==> src/rtl/kbd_pkg.sv <==
// Shared definitions for the PS/2 keyboard receive path: frame states,
// default bus addresses and status word layout.
package kbd_pkg;

  typedef enum logic [1:0] {
    IDLE   = 2'd0,
    DATA   = 2'd1,
    PARITY = 2'd2,
    STOP   = 2'd3
  } frame_state_t;

  localparam logic [13:0] KBD_ADDRESS_DEF    = 14'h3FFF;
  localparam logic [13:0] STATUS_ADDRESS_DEF = 14'h3FFE;

  localparam int FRAME_ERR_BIT = 0;
  localparam int OVERFLOW_BIT  = 1;
  localparam int FULL_BIT      = 2;
  localparam int COUNT_LSB     = 8;

  // PS/2 uses odd parity over the eight data bits plus the parity bit.
  function automatic logic odd_parity_ok(input logic [7:0] byte_in, input logic par_in);
    return ^{byte_in, par_in};
  endfunction

endpackage

==> src/rtl/kbd_scancode_fifo.sv <==
// Synchronous scancode FIFO. A push on a full FIFO is accepted only when a pop
// frees a slot in the same cycle; otherwise it is dropped here and flagged by the caller.
module kbd_scancode_fifo
  import kbd_pkg::*;
#(
  parameter int DEPTH = 8,
  parameter int WIDTH = 8
) (
  input  logic                       i_clk,
  input  logic                       i_srst,
  input  logic                       i_push,
  input  logic [WIDTH-1:0]           i_din,
  input  logic                       i_pop,
  output logic [WIDTH-1:0]           o_head,
  output logic                       o_full,
  output logic                       o_empty,
  output logic [$clog2(DEPTH):0]     o_count,
  output logic [$clog2(DEPTH):0]     o_count_next
);

  localparam int AW = $clog2(DEPTH);
  localparam logic [AW:0] FULL_CNT = (AW+1)'(DEPTH);

  logic [WIDTH-1:0] r_mem [DEPTH];
  logic [AW-1:0]    r_wr_ptr;
  logic [AW-1:0]    r_rd_ptr;
  logic [AW:0]      r_count;
  logic [AW:0]      w_count_next;
  logic             w_do_pop;
  logic             w_do_push;

  assign w_do_pop  = i_pop && (r_count != '0);
  assign w_do_push = i_push && ((r_count != FULL_CNT) || w_do_pop);

  always_comb begin
    w_count_next = r_count;
    if (w_do_push && !w_do_pop) begin
      w_count_next = r_count + (AW+1)'(1);
    end else if (w_do_pop && !w_do_push) begin
      w_count_next = r_count - (AW+1)'(1);
    end
  end

  always_ff @(posedge i_clk) begin
    if (w_do_push) begin
      r_mem[r_wr_ptr] <= i_din;
    end
  end

  always_ff @(posedge i_clk) begin
    if (i_srst) begin
      r_wr_ptr <= '0;
      r_rd_ptr <= '0;
      r_count  <= '0;
    end else begin
      if (w_do_push) begin
        r_wr_ptr <= r_wr_ptr + AW'(1);
      end
      if (w_do_pop) begin
        r_rd_ptr <= r_rd_ptr + AW'(1);
      end
      r_count <= w_count_next;
    end
  end

  assign o_head       = r_mem[r_rd_ptr];
  assign o_full       = (r_count == FULL_CNT);
  assign o_empty      = (r_count == '0);
  assign o_count      = r_count;
  assign o_count_next = w_count_next;

endmodule

==> src/rtl/ps2_frame_controller.sv <==
// PS/2 keyboard receiver: synchronizes the pins, frames 11-bit packets, queues
// good scancodes and serves them plus a status word on the memory-mapped bus.
module ps2_frame_controller
  import kbd_pkg::*;
#(
  parameter logic [13:0] KBD_ADDRESS    = KBD_ADDRESS_DEF,
  parameter logic [13:0] STATUS_ADDRESS = STATUS_ADDRESS_DEF,
  parameter int          FIFO_DEPTH     = 8,
  parameter int          TIMEOUT_CYCLES = 2000
) (
  input  logic        system_clk,
  input  logic        reset,
  input  logic [13:0] address,
  input  logic        read_en,
  input  logic        PS2_clk,
  input  logic        PS2_data,
  output logic [63:0] data,
  output logic        irq
);

  localparam int CW   = $clog2(FIFO_DEPTH) + 1;
  localparam int TO_W = $clog2(TIMEOUT_CYCLES);
  localparam logic [TO_W-1:0] TO_LAST = TO_W'(TIMEOUT_CYCLES - 1);

  // Pin synchronizers; bit 0 = PS2_clk, bit 1 = PS2_data. Idle-high reset
  // value keeps a reset release from looking like a falling edge.
  logic [1:0] r_pin_meta;
  logic [1:0] r_pin_sync;
  logic       r_clk_prev;
  logic       w_fall;
  logic       w_data_bit;

  frame_state_t r_state;
  frame_state_t w_state_next;

  logic [7:0]      r_shreg;
  logic [2:0]      r_bit_cnt;
  logic            r_parity_ok;
  logic [TO_W-1:0] r_to_cnt;
  logic            w_timeout;
  logic            w_push;
  logic            w_frame_err_set;

  logic            r_frame_err;
  logic            r_overflow;
  logic [63:0]     r_data;
  logic            r_irq;

  logic            w_kbd_rd;
  logic            w_status_rd;
  logic            w_pop;
  logic            w_overflow_set;
  logic [63:0]     w_status;

  logic [7:0]      w_fifo_head;
  logic            w_fifo_full;
  logic            w_fifo_empty;
  logic [CW-1:0]   w_fifo_count;
  logic [CW-1:0]   w_fifo_count_next;

  always_ff @(posedge system_clk) begin
    if (reset) begin
      r_pin_meta <= 2'b11;
      r_pin_sync <= 2'b11;
      r_clk_prev <= 1'b1;
    end else begin
      r_pin_meta <= {PS2_data, PS2_clk};
      r_pin_sync <= r_pin_meta;
      r_clk_prev <= r_pin_sync[0];
    end
  end

  assign w_fall     = r_clk_prev && !r_pin_sync[0];
  assign w_data_bit = r_pin_sync[1];

  always_ff @(posedge system_clk) begin
    if (reset) begin
      r_state <= IDLE;
    end else begin
      r_state <= w_state_next;
    end
  end

  always_comb begin
    w_state_next    = r_state;
    w_push          = 1'b0;
    w_frame_err_set = 1'b0;
    w_timeout       = (r_state != IDLE) && (r_to_cnt == TO_LAST);
    if (w_timeout) begin
      w_state_next    = IDLE;
      w_frame_err_set = 1'b1;
    end else if (w_fall) begin
      case (r_state)
        IDLE: begin
          if (!w_data_bit) begin
            w_state_next = DATA;
          end
        end
        DATA: begin
          if (r_bit_cnt == 3'd7) begin
            w_state_next = PARITY;
          end
        end
        PARITY: begin
          w_state_next = STOP;
        end
        STOP: begin
          w_state_next = IDLE;
          if (r_parity_ok && w_data_bit) begin
            w_push = 1'b1;
          end else begin
            w_frame_err_set = 1'b1;
          end
        end
        default: begin
          w_state_next = IDLE;
        end
      endcase
    end
  end

  // Frame datapath: shift register, bit counter, parity latch and the
  // inactivity counter that restarts on every keyboard clock falling edge.
  always_ff @(posedge system_clk) begin
    if (reset) begin
      r_shreg     <= '0;
      r_bit_cnt   <= '0;
      r_parity_ok <= 1'b0;
      r_to_cnt    <= '0;
    end else begin
      if ((r_state == IDLE) || w_fall || w_timeout) begin
        r_to_cnt <= '0;
      end else begin
        r_to_cnt <= r_to_cnt + TO_W'(1);
      end
      if (w_fall && !w_timeout) begin
        case (r_state)
          IDLE: begin
            r_bit_cnt <= '0;
          end
          DATA: begin
            r_shreg   <= {w_data_bit, r_shreg[7:1]};
            r_bit_cnt <= r_bit_cnt + 3'd1;
          end
          PARITY: begin
            r_parity_ok <= odd_parity_ok(r_shreg, w_data_bit);
          end
          default: begin
          end
        endcase
      end
    end
  end

  assign w_kbd_rd       = read_en && (address == KBD_ADDRESS);
  assign w_status_rd    = read_en && (address == STATUS_ADDRESS);
  assign w_pop          = w_kbd_rd && !w_fifo_empty;
  assign w_overflow_set = w_push && w_fifo_full && !w_pop;

  kbd_scancode_fifo #(
    .DEPTH (FIFO_DEPTH),
    .WIDTH (8)
  ) u_fifo (
    .i_clk        (system_clk),
    .i_srst       (reset),
    .i_push       (w_push),
    .i_din        (r_shreg),
    .i_pop        (w_pop),
    .o_head       (w_fifo_head),
    .o_full       (w_fifo_full),
    .o_empty      (w_fifo_empty),
    .o_count      (w_fifo_count),
    .o_count_next (w_fifo_count_next)
  );

  always_comb begin
    w_status                    = '0;
    w_status[COUNT_LSB +: 8]    = 8'(w_fifo_count);
    w_status[FULL_BIT]          = w_fifo_full;
    w_status[OVERFLOW_BIT]      = r_overflow;
    w_status[FRAME_ERR_BIT]     = r_frame_err;
  end

  // A status read clears the sticky flags, but an error raised on the same
  // edge is OR-ed in afterwards so it is never lost.
  always_ff @(posedge system_clk) begin
    if (reset) begin
      r_frame_err <= 1'b0;
      r_overflow  <= 1'b0;
      r_data      <= '0;
      r_irq       <= 1'b0;
    end else begin
      r_frame_err <= (r_frame_err && !w_status_rd) || w_frame_err_set;
      r_overflow  <= (r_overflow && !w_status_rd) || w_overflow_set;
      r_irq       <= (w_fifo_count_next != '0);
      if (w_kbd_rd) begin
        if (w_fifo_empty) begin
          r_data <= '0;
        end else begin
          r_data <= {55'b0, 1'b1, w_fifo_head};
        end
      end else if (w_status_rd) begin
        r_data <= w_status;
      end
    end
  end

  assign data = r_data;
  assign irq  = r_irq;

endmodule

==> config.mk <==
export PLATFORM = sky130hd
export DESIGN_NAME = ps2_frame_controller
export DESIGN_NICKNAME = d
export VERILOG_FILES = /design/src/rtl/kbd_pkg.sv /design/src/rtl/kbd_scancode_fifo.sv /design/src/rtl/ps2_frame_controller.sv
export SDC_FILE = /design/constraint.sdc
export NUM_CORES = 1
export LEC_CHECK = 0
export ABC_CLOCK_PERIOD_IN_PS = 3750
export CAP_MARGIN = 40
export CORE_MARGIN = 4
export CORE_UTILIZATION = 30
export CTS_BUF_LIST = sky130_fd_sc_hd__clkbuf_4
export CTS_CLUSTER_SIZE = 20
export DETAILED_ROUTE_END_ITERATION = 6
export PLACE_DENSITY_LB_ADDON = 0.05
export SETUP_SLACK_MARGIN = 0.15
export SLEW_MARGIN = 20
export SYNTH_ARGS = -nofsm -noshare
export SYNTH_HDL_FRONTEND = slang
export SYNTH_SLANG_ARGS = --single-unit
export TNS_END_PERCENT = 10
==> constraint.sdc <==
create_clock -name system_clk -period 3.75 [get_ports system_clk]
set_input_delay 0.75 -clock system_clk [delete_from_list [all_inputs] [get_ports system_clk]]
set_output_delay 0.75 -clock system_clk [all_outputs]
set_load 0.05 [all_outputs]
==> impl_metrics.yaml, run 1 <==
pwr:
  totalPowerFinal_mw: 2.44
  power.density_nw_per_um2: 398
  p_leak_nw: 2.15
  irDropWorstVdd_v: 0.000196
timing:
  setup_viol: 0
  min_period_ns: 2.84
  slew_headroom_pct: 64.3
  max_freq_mhz: 352
  hold_violations: 0
  fin_skew_ns: 0.0147
  finalCritPeriodShare_pct: 75.8
  slew_violations: 0
  tightest_slew_ns: 0.531
  fin_tns_setup_ns: 0
  rsz0062_at_grt: "no"
yosys:
  netlist_area_um2: 5390
  synth-compound-area-share_pct: 5.20
  synth_cells: 439
  synth_fa_ha_area_share_pct: 2.79
  ys_seq_area_share_pct: 57.2
  synth_seq_cells: 122
  synth_xor_area_share_pct: 3.72
  synth_top_area_share_pct: 35.7
  ys_types: 48
  synth_mux_area_share_pct: 9.10
  synthSimpleGateAreaFrac_pct: 12.8
  synth_edf_count: 64
  ys_top_cells_by_area: "edfxtp_1 36%, dfxtp_1 22%, buf_4 7.2%, mux4_2 6.7%, nor2_1 3.1%"
  synth_top_family_by_area: "simple AND/OR/NAND/NOR gates"
  yosys.area.top_type: "edfxtp_1"
  yosys_warnings: 0
  async_reset_ff_share_pct: 0
  ys.flop_type: "edfxtp_1"
  avgSynthCellArea_um2: 12.3
worst_setup_path:
  worstSetupPathType: "flip-flop to flip-flop"
  reg2regPathDepth: 9
  startpoint: "r_state[0]"
  path_cells: "inv_1 > ha_1 > or4b_4 > nor3_4 > or2_1 > nor2_1 > nand2_1 > nor3_1 > buf_4"
  cp_max_fo: 8
  critPathMaxStageDelay_ns: 0.51
  worstReg2RegEnd: "u_fifo.r_mem[4][1]"
  worst_setup_path_end_kind: "flip-flop"
  cp_slowest_cell: "or4b_4"
  r2r_start: "r_state[0]"
  start_kind: "flip-flop"
  reg2reg_slack_ns: 0.91
  required_ns: 4.00
  worstPathArrival_ns: 3.09
final_layout:
  multi_input_area_um2: 2010
  drive_above_1_share_pct: 17.1
  final_cell_mix: "64 x edfxtp_1, 58 x dfxtp_1, 52 x conb_1, 44 x nor2_1"
  fill_cells: 1728
  nNetsFinal: 520
  final-seq-area_um2: 3080
  layout_commonest_cell: "edfxtp_1"
  area_growth_pct: 14.1
global_route:
  antenna_found_initial: 1
  grt_first_pass_wirelength_um: 17000
  grt_pass1_vias: 3046
  grt_overflow: 0
  grt_use_total_pct: 11.3
  grt_max_degree: 26
clocking:
  cts_root_buf: "clkbuf_4"
  cts_max_level: 4
  cts_tree: "done"
  cts_buffer_depth: 2
  cts-hold-fix-buffers: 0
  clk_pin_slew_ns: 0.11
  cts_resized: 0
  numCtsBuffers: 17
  clk_latency_ns: 0.50
  post_cts_buffers: 0
  clock_sinks: 122
drt:
  route.detailed.drc: 0
  ant_nets: 0
  drtIter0Drc: 163
  routed_via_density: 4.41
  drt-total-wl_um: 11200
  via_count: 3213
  wl_per_cell_um: 15.4
  drt_pass1_iterations: 4
hold_path:
  worstHoldStart: "r_pin_meta[0]"
  hold_path_end: "r_pin_sync[0]"
  hold_depth: 1
  min_path_type: "flip-flop to flip-flop"
floorplan:
  die_area_um2: 20200
  ios: 84
  die_y_um: 142
  num_rows: 48
  fp.dieW_um: 142
  start_util_pct: 30.8
  fp.coreArea_um2: 17500
placed_design:
  post-dp-hpwl_um: 8080
  gp_congestion: 0.726
  numPortBuffers: 31
flow_run:
  cap_violations: 0
run_status:
  status: "finished, final reports clean"
## Yosys cell counts (6+ instances only)
library cell / number
nand2_1: 30
a21oi_1: 16
a22oi_1: 8
clkbuf_1: 11
mux4_2: 16
inv_1: 7
nand4_1: 7
ha_1: 12
edfxtp_1: 64
xor2_1: 6
nand3_1: 11
dfxtp_1: 58
buf_4: 52
xnor2_1: 15
nor2_1: 44
mux2_2: 8
nor3_1: 18
## critical path, delay by kind of cell (launching register included)
family                   cells  cell delay [ns]
AND/OR/NAND/NOR              6             1.66
flip-flops                   1             0.40
buffers and inverters        2             0.29
adder cells (fa/ha/maj)      1             0.26
## worst max-delay path by stage
stage / to / slack, ns / depth (start not counted)
global placement: u_fifo.r_mem[4][3] / 0.54 / 8
global route: u_fifo.r_mem[4][0] / 0.71 / 9
detailed placement: u_fifo.r_mem[4][6] / 0.49 / 8
CTS: u_fifo.r_mem[4][1] / 0.86 / 9
floorplan: u_fifo.r_mem[4][0] / 0.89 / 6
finish: u_fifo.r_mem[4][1] / 0.91 / 9
## power by group
group          internal, mW  total (mW)  switching (mW)
sequential             1.39        1.39         0.00155
combinational        0.0233       0.156           0.132
clock                 0.413       0.894           0.481
total                  1.83        2.44           0.615
## flip-flops by register name, indices dropped and copies added (netlist names), 3 cells and up, named ones only
signal and count:
r_to_cnt 11, u_fifo.r_wr_ptr 3, data 12, u_fifo.r_mem 64, u_fifo.o_count 4, r_bit_cnt 3
r_shreg 8, u_fifo.r_rd_ptr 3
## cell families (layout without fill, tap and decap cells)
kind of cell             Yosys count  in the layout
AO/OA/AOI/OAI                     40             40
XOR/XNOR                          22             22
adder cells (fa/ha/maj)           12             12
buffers and inverters             75             87
flip-flops                       122            122
multiplexers                      28             28
other                              1             53
AND/OR/NAND/NOR                  139            139
## per-layer routing
metal | vias to the layer above | share of wire [%] | GRT usage, %
met5 | - | 0 | 0
met4 | 0 | 0.63 | 3.48
met3 | 4 | 4.1 | 3.93
met2 | 86 | 49 | 17.5
met1 | 1547 | 47 | 14.9
li1 | 1576 | - | -
## cell type report
cell class / instances / share of cell area (%)
antenna: 1 / 0.0407
multi-input combinational: 293 / 32.7
tap: 225 / 4.58
sequential: 122 / 50.2
inverter: 7 / 0.428
clock buffer: 20 / 2.44
timing repair buffer: 48 / 7.61
clock inverter: 12 / 2.06
## metrics by stage
step,utilization [%],hold slack (ns),cell area (um^2),setup WS [ns],cells
3_3_place_gp,33.2,0.394,5810,0.544,692
2_1_floorplan,-,0.389,5580,0.891,490
6_report,35.2,0.422,6150,0.909,728
4_1_cts,35.1,0.428,6130,0.860,726
3_5_place_dp,33.5,0.397,5850,0.490,694
5_1_grt,35.2,0.440,6150,0.708,728
No activity file was read; power rests on OpenSTA's default activity.
==> run 2: changes to the inputs <==
Settings changed: ABC_CLOCK_PERIOD_IN_PS 3750 to 2800.
Clock period 3.75 ns to 2.8 ns, I/O delays scaled along.
==> run 2 against run 1 <==
  * Critical path depth fell by 1
  * Sequential power rose by 35%
  * Register-to-register slack got worse by 0.61 ns
  * Critical endpoint is now u_fifo.r_mem[3][4]
  * Highest routed layer unchanged
==> impl_metrics.yaml, run 2 (synthesis results as in run 1) <==
run_status:
  status: "finished, final reports clean"
timing:
  setup_viol: 0
  fin_tns_setup_ns: 0
  slew_headroom_pct: 58.4
  slew_violations: 0
  finalCritPeriodShare_pct: 89.3
  rsz0062_at_grt: "yes"
  max_freq_mhz: 400
  fin_skew_ns: 0.0218
  min_period_ns: 2.50
  tightest_slew_ns: 0.618
  hold_violations: 0
pwr:
  p_leak_nw: 2.19
  power.density_nw_per_um2: 567
  irDropWorstVdd_v: 0.000259
worst_setup_path:
  worstReg2RegEnd: "u_fifo.r_mem[3][4]"
  cp_max_fo: 8
  reg2regPathDepth: 8
  endpoint: "u_fifo.r_mem[3][4]"
  worst_setup_path_end_kind: "flip-flop"
  reg2reg_slack_ns: 0.30
  worstSetupPathType: "flip-flop to flip-flop"
  required_ns: 3.07
  r2r_start: "r_state[0]"
  startpoint: "r_state[0]"
  worstPathArrival_ns: 2.77
  start_kind: "flip-flop"
clocking:
  cts_root_buf: "clkbuf_4"
  clk_latency_ns: 0.52
  post_cts_buffers: 0
  cts_tree: "done"
  cts_buffer_depth: 2
  clk_pin_slew_ns: 0.11
  cts_max_level: 4
  clock_sinks: 122
  cts-hold-fix-buffers: 0
  numCtsBuffers: 17
  cts_resized: 0
final_layout:
  largest_reg_flops: 64
  fill_cells: 1739
  drive_above_1_share_pct: 17.8
  top_register: "u_fifo.r_mem"
  instances_no_fill: 733
  area_growth_pct: 15.5
  layout_commonest_cell: "edfxtp_1"
  final_cell_mix: "64 x edfxtp_1, 58 x dfxtp_1, 52 x conb_1, 44 x nor2_1"
  nNetsFinal: 524
placed_design:
  dp_cells: 699
  numPortBuffers: 31
  post-dp-hpwl_um: 7700
  gp_congestion: 0.736
global_route:
  antenna_found_initial: 1
  grt_overflow: 0
  grt_pass1_vias: 3089
  grt_max_degree: 46
  grt_use_total_pct: 11.3
  grt_first_pass_wirelength_um: 17400
drt:
  drtIter0Drc: 180
  routed_via_density: 4.38
  route.detailed.drc: 0
  via_count: 3210
  drt_pass1_iterations: 4
  wl_per_cell_um: 14.9
  drt-total-wl_um: 10900
  ant_nets: 0
floorplan:
  ios: 84
  num_rows: 48
  fp.coreArea_um2: 17500
  die_y_um: 142
  die_area_um2: 20200
  fp.dieW_um: 142
  start_util_pct: 30.8
flow_run:
  cap_violations: 0
hold_path:
  min_path_type: "flip-flop to flip-flop"
## run 2: cell types whose count changed in the layout (fill, tap and decap cells not counted), moves of 2 or more
cell,before,now
clkinv_1,1,3
clkbuf_4,20,18
buf_4,14,20
buf_8,2,0
bufinv_16,2,5
## run 2: cell type report
type	count	area [um^2]	share of cell area (%)
flip-flops and latches	122	3080	49.5
multi-input cells	293	2020	32.4
repair buffers	52	475	7.64
well taps	225	282	4.52
clock inverters	14	203	3.26
clock buffers	18	135	2.17
inverters	7	26.3	0.422
diodes	2	5.00	0.0804
## run 2: worst max-delay path, cell delays in order, from the launching register on
cell     delay, ns
dfxtp_1       0.41
inv_1         0.10
ha_1          0.26
or4b_4        0.51
nor3_4        0.23
nor2_1        0.15
o21ai_0       0.27
nor3_1        0.11
buf_4         0.21
## run 2: per-layer routing
layer  track usage [%]  share of wire, %  vias up
li1                  -                 -     1582
met1              15.7                49     1537
met2              16.8                45       84
met3              3.63               4.9        7
met4              3.48              0.97        0
met5                 0                 0        -
## run 2: report_power, final
part           leakage, nW  total [mW]  switching, mW  internal [mW]
Clock                0.171        1.46          0.662          0.797
Combinational        0.961       0.207          0.178         0.0296
Sequential            1.06        1.87        0.00127           1.86
Total                 2.19        3.53          0.841           2.69
## run 2: metrics by stage
step / hold WS (ns) / worst slack (ns) / power (mW) / instance area [um^2] / util [%]
after global routing: 0.454 / 0.0938 / 3.69 / 6220 / 35.6
after detailed placement: 0.399 / 0.0897 / 2.11 / 5880 / 33.6
final: 0.434 / 0.299 / 3.53 / 6220 / 35.6
after CTS: 0.434 / 0.243 / 3.59 / 6220 / 35.6
after floorplan: 0.389 / 0.162 / 2.13 / 5580 / -
after global placement: 0.396 / 0.0758 / 2.11 / 5880 / 33.6
## run 2: worst min-delay path by stage
stage | from | end | slack, ns | depth (start not counted)
after floorplan | r_pin_meta[0] | r_pin_sync[0] | 0.39 | 1
after global placement | r_pin_meta[0] | r_pin_sync[0] | 0.40 | 1
after detailed placement | r_pin_meta[0] | r_pin_sync[0] | 0.40 | 1
after CTS | r_pin_meta[0] | r_pin_sync[0] | 0.43 | 1
after global routing | r_pin_meta[1] | r_pin_sync[1] | 0.45 | 1
final | r_pin_meta[1] | r_pin_sync[1] | 0.43 | 1
